==> config.mk <==
export PLATFORM = sky130hd
export DESIGN_NAME = ifu_fetch_responder
export DESIGN_NICKNAME = d
export VERILOG_FILES = /design/src/rtl/ifu_fetch_responder_pkg.sv /design/src/rtl/ifu_line_buf.sv /design/src/rtl/ifu_fetch_responder.sv
export SDC_FILE = /design/constraint.sdc
export NUM_CORES = 1
export LEC_CHECK = 0
export ABC_AREA = 1
export BUFFER_PORTS_ARGS = -buffer_cell sky130_fd_sc_hd__buf_2
export CORE_AREA = 2 2 126 128
export CTS_CLUSTER_DIAMETER = 100
export CTS_CLUSTER_SIZE = 12
export DETAILED_ROUTE_END_ITERATION = 10
export DIE_AREA = 0 0 128 130
export GPL_TIMING_DRIVEN = 0
export PLACE_DENSITY_LB_ADDON = 0.3
export SYNTH_ARGS = -nofsm -noshare
export SYNTH_HDL_FRONTEND = slang
export SYNTH_HIERARCHICAL = 1
export SYNTH_SLANG_ARGS = --single-unit
export TNS_END_PERCENT = 30
==> constraint.sdc <==
create_clock -name clock -period 2.25 [get_ports clock]
set_input_delay 0.3375 -clock clock [delete_from_list [all_inputs] [get_ports clock]]
set_output_delay 0.3375 -clock clock [all_outputs]
set_load 0.05 [all_outputs]
==> src/rtl/ifu_fetch_responder_pkg.sv <==
// Shared types and constants for the IFU fetch responder.
// The beat/line sizes fix the two-beat split of each fetch line.
package ifu_fetch_responder_pkg;

  localparam int unsigned FETCH_BEAT_BYTES  = 8;
  localparam int unsigned FETCH_LINE_BYTES  = 16;
  localparam int unsigned FETCH_LINE_OFF_W  = $clog2(FETCH_LINE_BYTES);

  typedef enum logic [2:0] {
    StIdle,
    StReq0,
    StRsp0,
    StReq1,
    StRsp1,
    StDone,
    StDrain
  } fetch_state_e;

endpackage

==> src/rtl/ifu_line_buf.sv <==
// One-entry fetch-line bypass tag store, used when FETCH_RESP_BYPASS_EN is defined.
module ifu_line_buf
  import ifu_fetch_responder_pkg::*;
#(
  parameter int unsigned TagW = 64 - FETCH_LINE_OFF_W
) (
  input  logic            clk_i,
  input  logic            rst_ni,
  input  logic            fill_i,
  input  logic            clear_i,
  input  logic [TagW-1:0] fill_tag_i,
  input  logic [TagW-1:0] lookup_tag_i,
  output logic            hit_o
);

  logic            valid_q, valid_d;
  logic [TagW-1:0] tag_q, tag_d;

  // Only the tag is kept: while valid, pc_read_inst still holds the buffered line.
  always_comb begin
    valid_d = valid_q;
    tag_d   = tag_q;
    if (clear_i) begin
      valid_d = 1'b0;
    end else if (fill_i) begin
      valid_d = 1'b1;
      tag_d   = fill_tag_i;
    end
  end

  always_ff @(posedge clk_i or negedge rst_ni) begin
    if (!rst_ni) begin
      valid_q <= 1'b0;
      tag_q   <= '0;
    end else begin
      valid_q <= valid_d;
      tag_q   <= tag_d;
    end
  end

  assign hit_o = valid_q & (tag_q == lookup_tag_i);

endmodule

==> src/rtl/ifu_fetch_responder.sv <==
// Fetches a 16-byte line as two 8-byte memory beats, with redirect/flush handling.
// Optional one-entry line bypass enabled by defining FETCH_RESP_BYPASS_EN.
module ifu_fetch_responder
  import ifu_fetch_responder_pkg::*;
#(
  parameter int unsigned ADDR_W = 64,
  parameter int unsigned LINE_W = 128
) (
  input  logic              clock,
  input  logic              reset_n,
  input  logic              pc_index_valid,
  input  logic [ADDR_W-1:0] pc_index,
  output logic              pc_index_ready,
  output logic              pc_operation_done,
  output logic [LINE_W-1:0] pc_read_inst,
  input  logic              redirect_valid,
  output logic              mem_req_valid,
  input  logic              mem_req_ready,
  output logic [ADDR_W-1:0] mem_req_addr,
  input  logic              mem_rsp_valid,
  input  logic [63:0]       mem_rsp_data
);

  localparam int unsigned BeatW = FETCH_BEAT_BYTES * 8;
  localparam int unsigned TagW  = ADDR_W - FETCH_LINE_OFF_W;

  fetch_state_e      state_q, state_d;
  logic [ADDR_W-1:0] base_q, base_d;
  logic [LINE_W-1:0] line_q, line_d;
  logic [TagW-1:0]   req_tag;
  logic              accept;
  logic              buf_hit;
  logic              buf_fill;
  logic              abort;
  logic              unused_pc_off;

  assign req_tag        = pc_index[ADDR_W-1:FETCH_LINE_OFF_W];
  assign unused_pc_off  = ^pc_index[FETCH_LINE_OFF_W-1:0];
  assign pc_index_ready = (state_q == StIdle) & ~redirect_valid;
  assign accept         = pc_index_valid & pc_index_ready;
  assign pc_read_inst   = line_q;

  always_comb begin
    state_d           = state_q;
    base_d            = base_q;
    line_d            = line_q;
    mem_req_valid     = 1'b0;
    mem_req_addr      = base_q;
    pc_operation_done = 1'b0;
    abort             = 1'b0;
    buf_fill          = 1'b0;
    unique case (state_q)
      StIdle: begin
        if (accept) begin
          base_d  = {req_tag, {FETCH_LINE_OFF_W{1'b0}}};
          state_d = buf_hit ? StDone : StReq0;
        end
      end
      StReq0, StReq1: begin
        if (state_q == StReq1) begin
          mem_req_addr = base_q + ADDR_W'(FETCH_BEAT_BYTES);
        end
        if (redirect_valid) begin
          abort   = 1'b1;
          state_d = StIdle;
        end else begin
          mem_req_valid = 1'b1;
          if (mem_req_ready) begin
            state_d = (state_q == StReq0) ? StRsp0 : StRsp1;
          end
        end
      end
      StRsp0, StRsp1: begin
        if (redirect_valid) begin
          // A beat arriving with the redirect is the one outstanding response: drop it.
          abort   = 1'b1;
          state_d = mem_rsp_valid ? StIdle : StDrain;
        end else if (mem_rsp_valid) begin
          if (state_q == StRsp0) begin
            line_d[BeatW-1:0] = mem_rsp_data;
            state_d           = StReq1;
          end else begin
            line_d[LINE_W-1:BeatW] = mem_rsp_data;
            state_d                = StDone;
          end
        end
      end
      StDone: begin
        state_d = StIdle;
        if (redirect_valid) begin
          abort = 1'b1;
        end else begin
          pc_operation_done = 1'b1;
          buf_fill          = 1'b1;
        end
      end
      StDrain: begin
        if (mem_rsp_valid) begin
          state_d = StIdle;
        end
      end
      default: state_d = StIdle;
    endcase
  end

  always_ff @(posedge clock or negedge reset_n) begin
    if (!reset_n) begin
      state_q <= StIdle;
      base_q  <= '0;
      line_q  <= '0;
    end else begin
      state_q <= state_d;
      base_q  <= base_d;
      line_q  <= line_d;
    end
  end

`ifdef FETCH_RESP_BYPASS_EN
  ifu_line_buf #(
    .TagW(TagW)
  ) u_line_buf (
    .clk_i       (clock),
    .rst_ni      (reset_n),
    .fill_i      (buf_fill),
    .clear_i     (abort),
    .fill_tag_i  (base_q[ADDR_W-1:FETCH_LINE_OFF_W]),
    .lookup_tag_i(req_tag),
    .hit_o       (buf_hit)
  );
`else
  logic unused_buf_ctl;
  assign buf_hit        = 1'b0;
  assign unused_buf_ctl = buf_fill ^ abort;
`endif

endmodule

==> summary.md, run 1 <==
| Metric | Value |
|---|---|
| Worst Max-Slew Pin Slew | around 0.61 ns |
| Commonest non-fill, non-tap cell in the layout | buf_2 |
| Initial antenna violation count | 0 |
| Initial cell density of the core | 0.4857 |
| Clock buffer count from CTS | 17 |
| Worst Hold End | base_q[36] |
| Clock-pin slew on the worst setup and hold paths | around 0.070 ns |
| Root buf cell | clkbuf_16 |
| Multiplexer share of the synthesized area | 0 |
| Nets@finish | about 1,300 |
| Critical Path RT | approximately 1.9 ns |
| Period utilization | 0.9458 |
| Initial DRC count | 370 |
| Largest family of logic cells by synthesized area | simple AND/OR/NAND/NOR gates |
| Slowest stage cell, crit path | dfrtp_1 |
| Max incr delay on CP | about 0.46 ns |
| Synth Area in XOR/XNOR | 0 |
| Setup TNS | 0 ns |
| Row count | 46 |
| Post-Synthesis Cells | 798 |
| Fin area | 9987 sq um |
| Largest net degree at the start of global routing | about 120 |
| Critical Setup Path Class | register to output port |
| Fraction of the mapped netlist area in simple logic gates | 0.1910 |
| Filler instances | 1,329 |
| YS warnings | 6 |
| Drt wl/cell | around 15 um |
| Status | finished clean |
| Overflow after GRT | 0 |
| IO buf count | 319 |
| Fin. max-slew vios | 0 |
| Final HPWL DP | 14,940 um |
| Highest Clock Rate | between 400 and 500 MHz |
| Worst Reg-to-Reg Cells | 5 |
| Vias per cell | between 4 and 5 |
| Hold Crit Class | input pin to register |
| Post-route minimum period | 2.128 ns |
| #FFs+latches synth | ~190 |
| Vias | roughly 6,600 |
| Worst reg-to-reg setup slack | approximately 0.64 ns |
| Worst hold stages | 3 |
| RR Endpoint | pc_read_inst[91] |
| Startpoint Class | register |
| Gp weighted congestion | 0.8325 |
| DR pass1 iterations | 5 |
| Global-route wire length before repair | approximately 32,000 um |
| # IOs | approximately 330 |
| Most frequent cells in the layout | 332 x buf_2, 273 x nand2_1, 191 x dfrtp_1 |
| CTS Sinks | roughly 190 |
| Die height | 130 um |
| Die extent in x | 128 um |
| Avg Cell Area, Syn | 9.389 sq um |
| Origin of the worst setup path | state_q[1] |
| Clock skew | about 0.011 ns |
| Final wirelength | 20,410 um |
| Post-Synth Adder-Cell Area | 0 |
| Crit-path cells | nor2_2 > nand2_2 > nor2_4 > buf_4 > buf_4 |
| WHS | approximately 0.14 ns |
| Worst relative slew slack | 0.5917 |
| Syn Std Cell Area | 7492 sq um |
| # diodes | 0 |
| CTS tree | done |
| Clock Path Buffers | 2 |
| Vias in the first global route | between 6,000 and 7,000 |
| Final ANT Viol Nets | 0 |
| Core area | between 15,000 and 20,000 sq um |
| Final setup vio count | 0 |
| Critical path peak fanout | 10 |
| H-Tree Depth | 4 |
| Total Routing Usage GR | 0.2443 |
| Die area | between 15,000 and 20,000 sq um |
| Most common cell on crit path | buf_4 |
| Hold Vio Cnt, Final | 0 |
| Compound-Gate Fraction of Synth Area | 0.08784 |
| Yosys cell types | 24 |
| Post-route DRC | 0 |
| Reg-to-Reg Start | state_q[1] |
| Worst EP arrival | roughly 1.8 ns |
| Crit end category | output port |
| Layout area overhead | 33.30% |
| Max Cap Viol | 0 |
| RSZ-0062 raised after global routing | no |
| Area post-placement | 9380 sq um |
| Post-layout util | 0.6475 |
| Sequential share of the synthesized area | 0.6379 |
| Fraction of layout cells with a size suffix above 1 | 0.3521 |
| Skew-Pair Late Insertion Delay | 0.43 ns |
| Worst Hold Launch | pc_index[36] |
==> state kept, by name, indices dropped and copies added (netlist names) <==
signal,flops
state_q,3
base_q,60
pc_read_inst,128
==> logic make-up after synthesis <==
logic type             after synthesis
AO/OA/AOI/OAI                      131
buffers and inverters              124
flip-flops                         191
other                                1
AND/OR/NAND/NOR                    351
==> synthesized netlist by cell type (all sizes together) <==
| library cell | n | area share |
|---|---|---|
| dfrtp | 191 | 0.64 |
| o21ai | 128 | 0.086 |
| nand3 | 64 | 0.043 |
| buf | 42 | 0.041 |
| conb | 1 | 0.00050 |
| nor4 | 1 | 0.00084 |
| o211ai | 1 | 0.0010 |
| nor2 | 9 | 0.0058 |
| nand3b | 1 | 0.0010 |
| nand2 | 275 | 0.14 |
| a21oi | 2 | 0.0013 |
| inv | 73 | 0.037 |
| clkbuf | 9 | 0.0050 |
| nand4 | 1 | 0.00084 |
==> worst max path at each step <==
stage / endpoint / slack (ns) / depth (start not counted)
floorplan: pc_operation_done / 0.45 / 2
global placement: base_q[31] / -2.25 / 1
detailed placement: pc_index_ready / 0.45 / 5
CTS: pc_index_ready / 0.03 / 5
global route: pc_index_ready / 0.04 / 5
finish: pc_index_ready / 0.12 / 5
==> worst max-delay path: cells and delay by family, from the launching register on <==
kind	cells	cell delay, ns
flops	1	0.46
buf+inv	2	0.40
simple gates	3	0.50
==> cell type report <==
class / instances / area (sq um) / share of cell area
Sequential cell: 191 / 4780 / 0.4786
Multi-Input combinational cell: 485 / 2107 / 0.2110
Timing Repair Buffer: 324 / 1669 / 0.1671
Clock buffer: 19 / 432.9 / 0.04335
Buffer: 51 / 345.3 / 0.03458
Inverter: 73 / 274.0 / 0.02744
Tap cell: 192 / 240.2 / 0.02405
Clock inverter: 13 / 138.9 / 0.01391
==> through the flow <==
stage | worst slack [ns] | instances
final | 0.1220 | 1348
after global routing | 0.03776 | 1348
after CTS | 0.02516 | 1345
after detailed placement | 0.4487 | 1312
after global placement | -2.254 | 1311
after floorplan | 0.4520 | 800
==> what timing repair did <==
action / in CTS / in global routing
endpoints found under the setup margin: 1 / 1
endpoints found under the hold margin: 73 / 0
pin swaps: 0 / 1
gates resized for setup: 1 / 0
setup buffers: 0 / 3
hold buffers: 1 / 0
==> layer usage <==
| layer | vias up | GRT usage | part of all wire |
|---|---|---|---|
| li1 | 3205 | - | - |
| met1 | 3131 | 0.3013 | 0.41 |
| met2 | 261 | 0.4140 | 0.49 |
| met3 | 30 | 0.07503 | 0.081 |
| met4 | 0 | 0.08145 | 0.020 |
| met5 | - | 0 | 0 |
Power of run 1 is not shown: default switching activity piles up to over one toggle a cycle in this logic, so the estimate is an artifact.
==> run 2, diff against run 1 <==
Settings changed: CTS_BUF_LIST set to sky130_fd_sc_hd__clkbuf_4.
==> summary.md, run 2 (synthesis results as in run 1) <==
| Metric | Value |
|---|---|
| Clock-pin slew on the worst setup and hold paths | 0.16 ns (was 0.07 ns) |
| Die extent in x | 128 um (unchanged) |
| Vias per cell | 4.994 (was 4.916) |
| Fin. max-slew vios | 0 (unchanged) |
| Drt wl/cell | 15.97 um (was 15.14 um) |
| Pre-CTS WS | 0.4487 ns (unchanged) |
| Post-route DRC | 0 (unchanged) |
| Gp weighted congestion | 0.8325 (unchanged) |
| Clock buffer count from CTS | 17 (unchanged) |
| Worst Reg-to-Reg Cells | 8 (was 5) |
| Overflow after GRT | 0 (unchanged) |
| Clock Path Buffers | 2 (unchanged) |
| Initial antenna violation count | 1 (was 0) |
| DR pass1 iterations | 5 (unchanged) |
| Post-route minimum period | 2.095 ns (was 2.128 ns) |
| RSZ-0062 raised after global routing | no (unchanged) |
| Period utilization | 0.9313 (was 0.9458) |
| Met3 WL post-DR | 1885 um (was 1652 um) |
| Worst Hold End | pc_read_inst[8] (was base_q[36]) |
| Post-layout util | 0.6922 (was 0.6475) |
| Reg-to-Reg Start | state_q[1] (unchanged) |
| Hold Crit Class | input pin to register (unchanged) |
| Top Layer Used | met4 (unchanged) |
| Largest net degree at the start of global routing | 119 (unchanged) |
| Largest register FFs | 128 (unchanged) |
| CTS Sinks | 191 (unchanged) |
| Global-route wire length before repair | 35,860 um (was 32,040 um) |
| Highest Clock Rate | 477.2 MHz (was 469.9 MHz) |
| Critical path peak fanout | 10 (unchanged) |
| Commonest non-fill, non-tap cell in the layout | buf_2 (unchanged) |
| Skew-Pair Late Insertion Delay | 0.54 ns (was 0.43 ns) |
| Metal1 wirelength | 8977 um (was 8357 um) |
| Worst Hold Launch | mem_rsp_data[8] (was pc_index[36]) |
| Worst EP arrival | 1.76 ns (was 1.79 ns) |
| Worst relative slew slack | 0.5960 (was 0.5917) |
| Core area | 15,420 sq um (unchanged) |
| Critical Setup Path Class | register to output port (unchanged) |
| Final wirelength | 23,080 um (was 20,410 um) |
| Hold Vio Cnt, Final | 0 (unchanged) |
| Fin worst setup slack | 0.1546 ns (was 0.1220 ns) |
| Crit end category | output port (unchanged) |
| Worst vdd ir | 1132 uV |
| Final setup vio count | 0 (unchanged) |
| Clock skew | 0.02106 ns (was 0.01083 ns) |
| Pwr Density | 1732 nW/um^2 |
| H-Tree Depth | 4 (unchanged) |
| Initial DRC count | 329 (was 370) |
| CTS tree | done (unchanged) |
| Layout area overhead | 42.50% (was 33.30%) |
| Row count | 46 (unchanged) |
| Initial cell density of the core | 0.4857 (unchanged) |
| Power after layout | approximately 0.018 W |
| Vias | 7,217 (was 6,627) |
| Die area | 16,640 sq um (unchanged) |
| Worst Max-Slew Pin Slew | 0.6059 ns (was 0.6124 ns) |
| P_leak | about 6 nW |
| Most frequent cells in the layout | 332 x buf_2, 273 x nand2_1, 189 x dfrtp_1 (was 332 x buf_2, 273 x nand2_1, 191 x dfrtp_1) |
| Critical Path RT | 1.91 ns (about the same) |
| Nets@finish | 1,373 (was 1,277) |
| Final HPWL DP | 14,940 um (unchanged) |
| IO buf count | 319 (unchanged) |
| Status | finished clean (unchanged) |
| Total Routing Usage GR | 0.2746 (was 0.2443) |
| Fraction of layout cells with a size suffix above 1 | 0.3267 (was 0.3521) |
| Die height | 130 um (unchanged) |
| Worst reg-to-reg setup slack | 0.68 ns (was 0.64 ns) |
| Worst hold stages | 3 (unchanged) |
| Met2 Wirelength | 11,440 um (was 9996 um) |
| Vias in the first global route | 7,163 (was 6,409) |
| RR Endpoint | base_q[27] (was pc_read_inst[91]) |
| Origin of the worst setup path | state_q[1] (unchanged) |
| Startpoint Class | register (unchanged) |
| # IOs | 329 (unchanged) |
| Root buf cell | clkbuf_4 (was clkbuf_16) |
| Final ANT Viol Nets | 0 (unchanged) |
| Max Cap Viol | 0 (unchanged) |
==> run 2: worst max-delay path, cell delays in order (launching register included) <==
cell     delay [ns]
dfrtp_2        0.49
nor2_4         0.14
nand2_2        0.10
nor2_4         0.14
buf_4          0.18
buf_6          0.17
==> run 2: metal layers <==
layer,vias up,GRT usage
li1,3403,-
met1,3412,0.3335
met2,336,0.4687
met3,66,0.07257
met4,0,0.1151
met5,-,0
==> run 2: final cells by class <==
cell class                      instances  area [sq um]
Sequential cell                       191          4782
Inverter                               73         274.0
Clock inverter                         13         138.9
Buffer                                 51         345.3
Multi-Input combinational cell        485          2112
Antenna cell                            1         2.502
Clock buffer                           19         142.6
Fill cell                            1178          4748
Tap cell                              192         240.2
Timing Repair Buffer                  420          2639
==> run 2: where the power goes <==
part           internal (W)  switching, W  leakage (nW)
logic               0.00228       0.00835          3.51
clock network      0.000694       0.00116         0.159
registers           0.00508      0.000913          2.43
total               0.00806        0.0104          6.10
==> run 2: how the worst max path moves through the flow <==
| stage | end | slack, ns | cells after the start |
|---|---|---|---|
| 6_report | pc_index_ready | 0.15 | 5 |
| 5_1_grt | mem_req_valid | 0.01 | 4 |
| 4_1_cts | pc_index_ready | 0.02 | 5 |
| 3_5_place_dp | pc_index_ready | 0.45 | 5 |
| 3_3_place_gp | base_q[31] | -2.25 | 1 |
| 2_1_floorplan | pc_operation_done | 0.45 | 2 |
==> run 2: through the flow <==
step / hold WS, ns / area (sq um) / std cells / TNS, ns
3_5_place_dp: 0.3421 / 9380 / 1312 / 0
5_1_grt: -0.00007022 / 10680 / 1445 / 0
4_1_cts: 0.0002228 / 10660 / 1444 / 0
6_report: 0.04221 / 10680 / 1445 / 0
2_1_floorplan: 0.04191 / 7506 / 800 / 0
3_3_place_gp: 0.4494 / 9343 / 1311 / -427.90
==> run 2: repair_timing <==
item                                    in CTS  in global routing
setup buffers                                1                  0
pin swaps                                    1                  0
hold endpoints to repair                   178                  0
hold buffers                                99                  0
gates resized for setup                      2                  3
endpoints found under the setup margin       1                  1
Power figures use the tool's default switching activity.
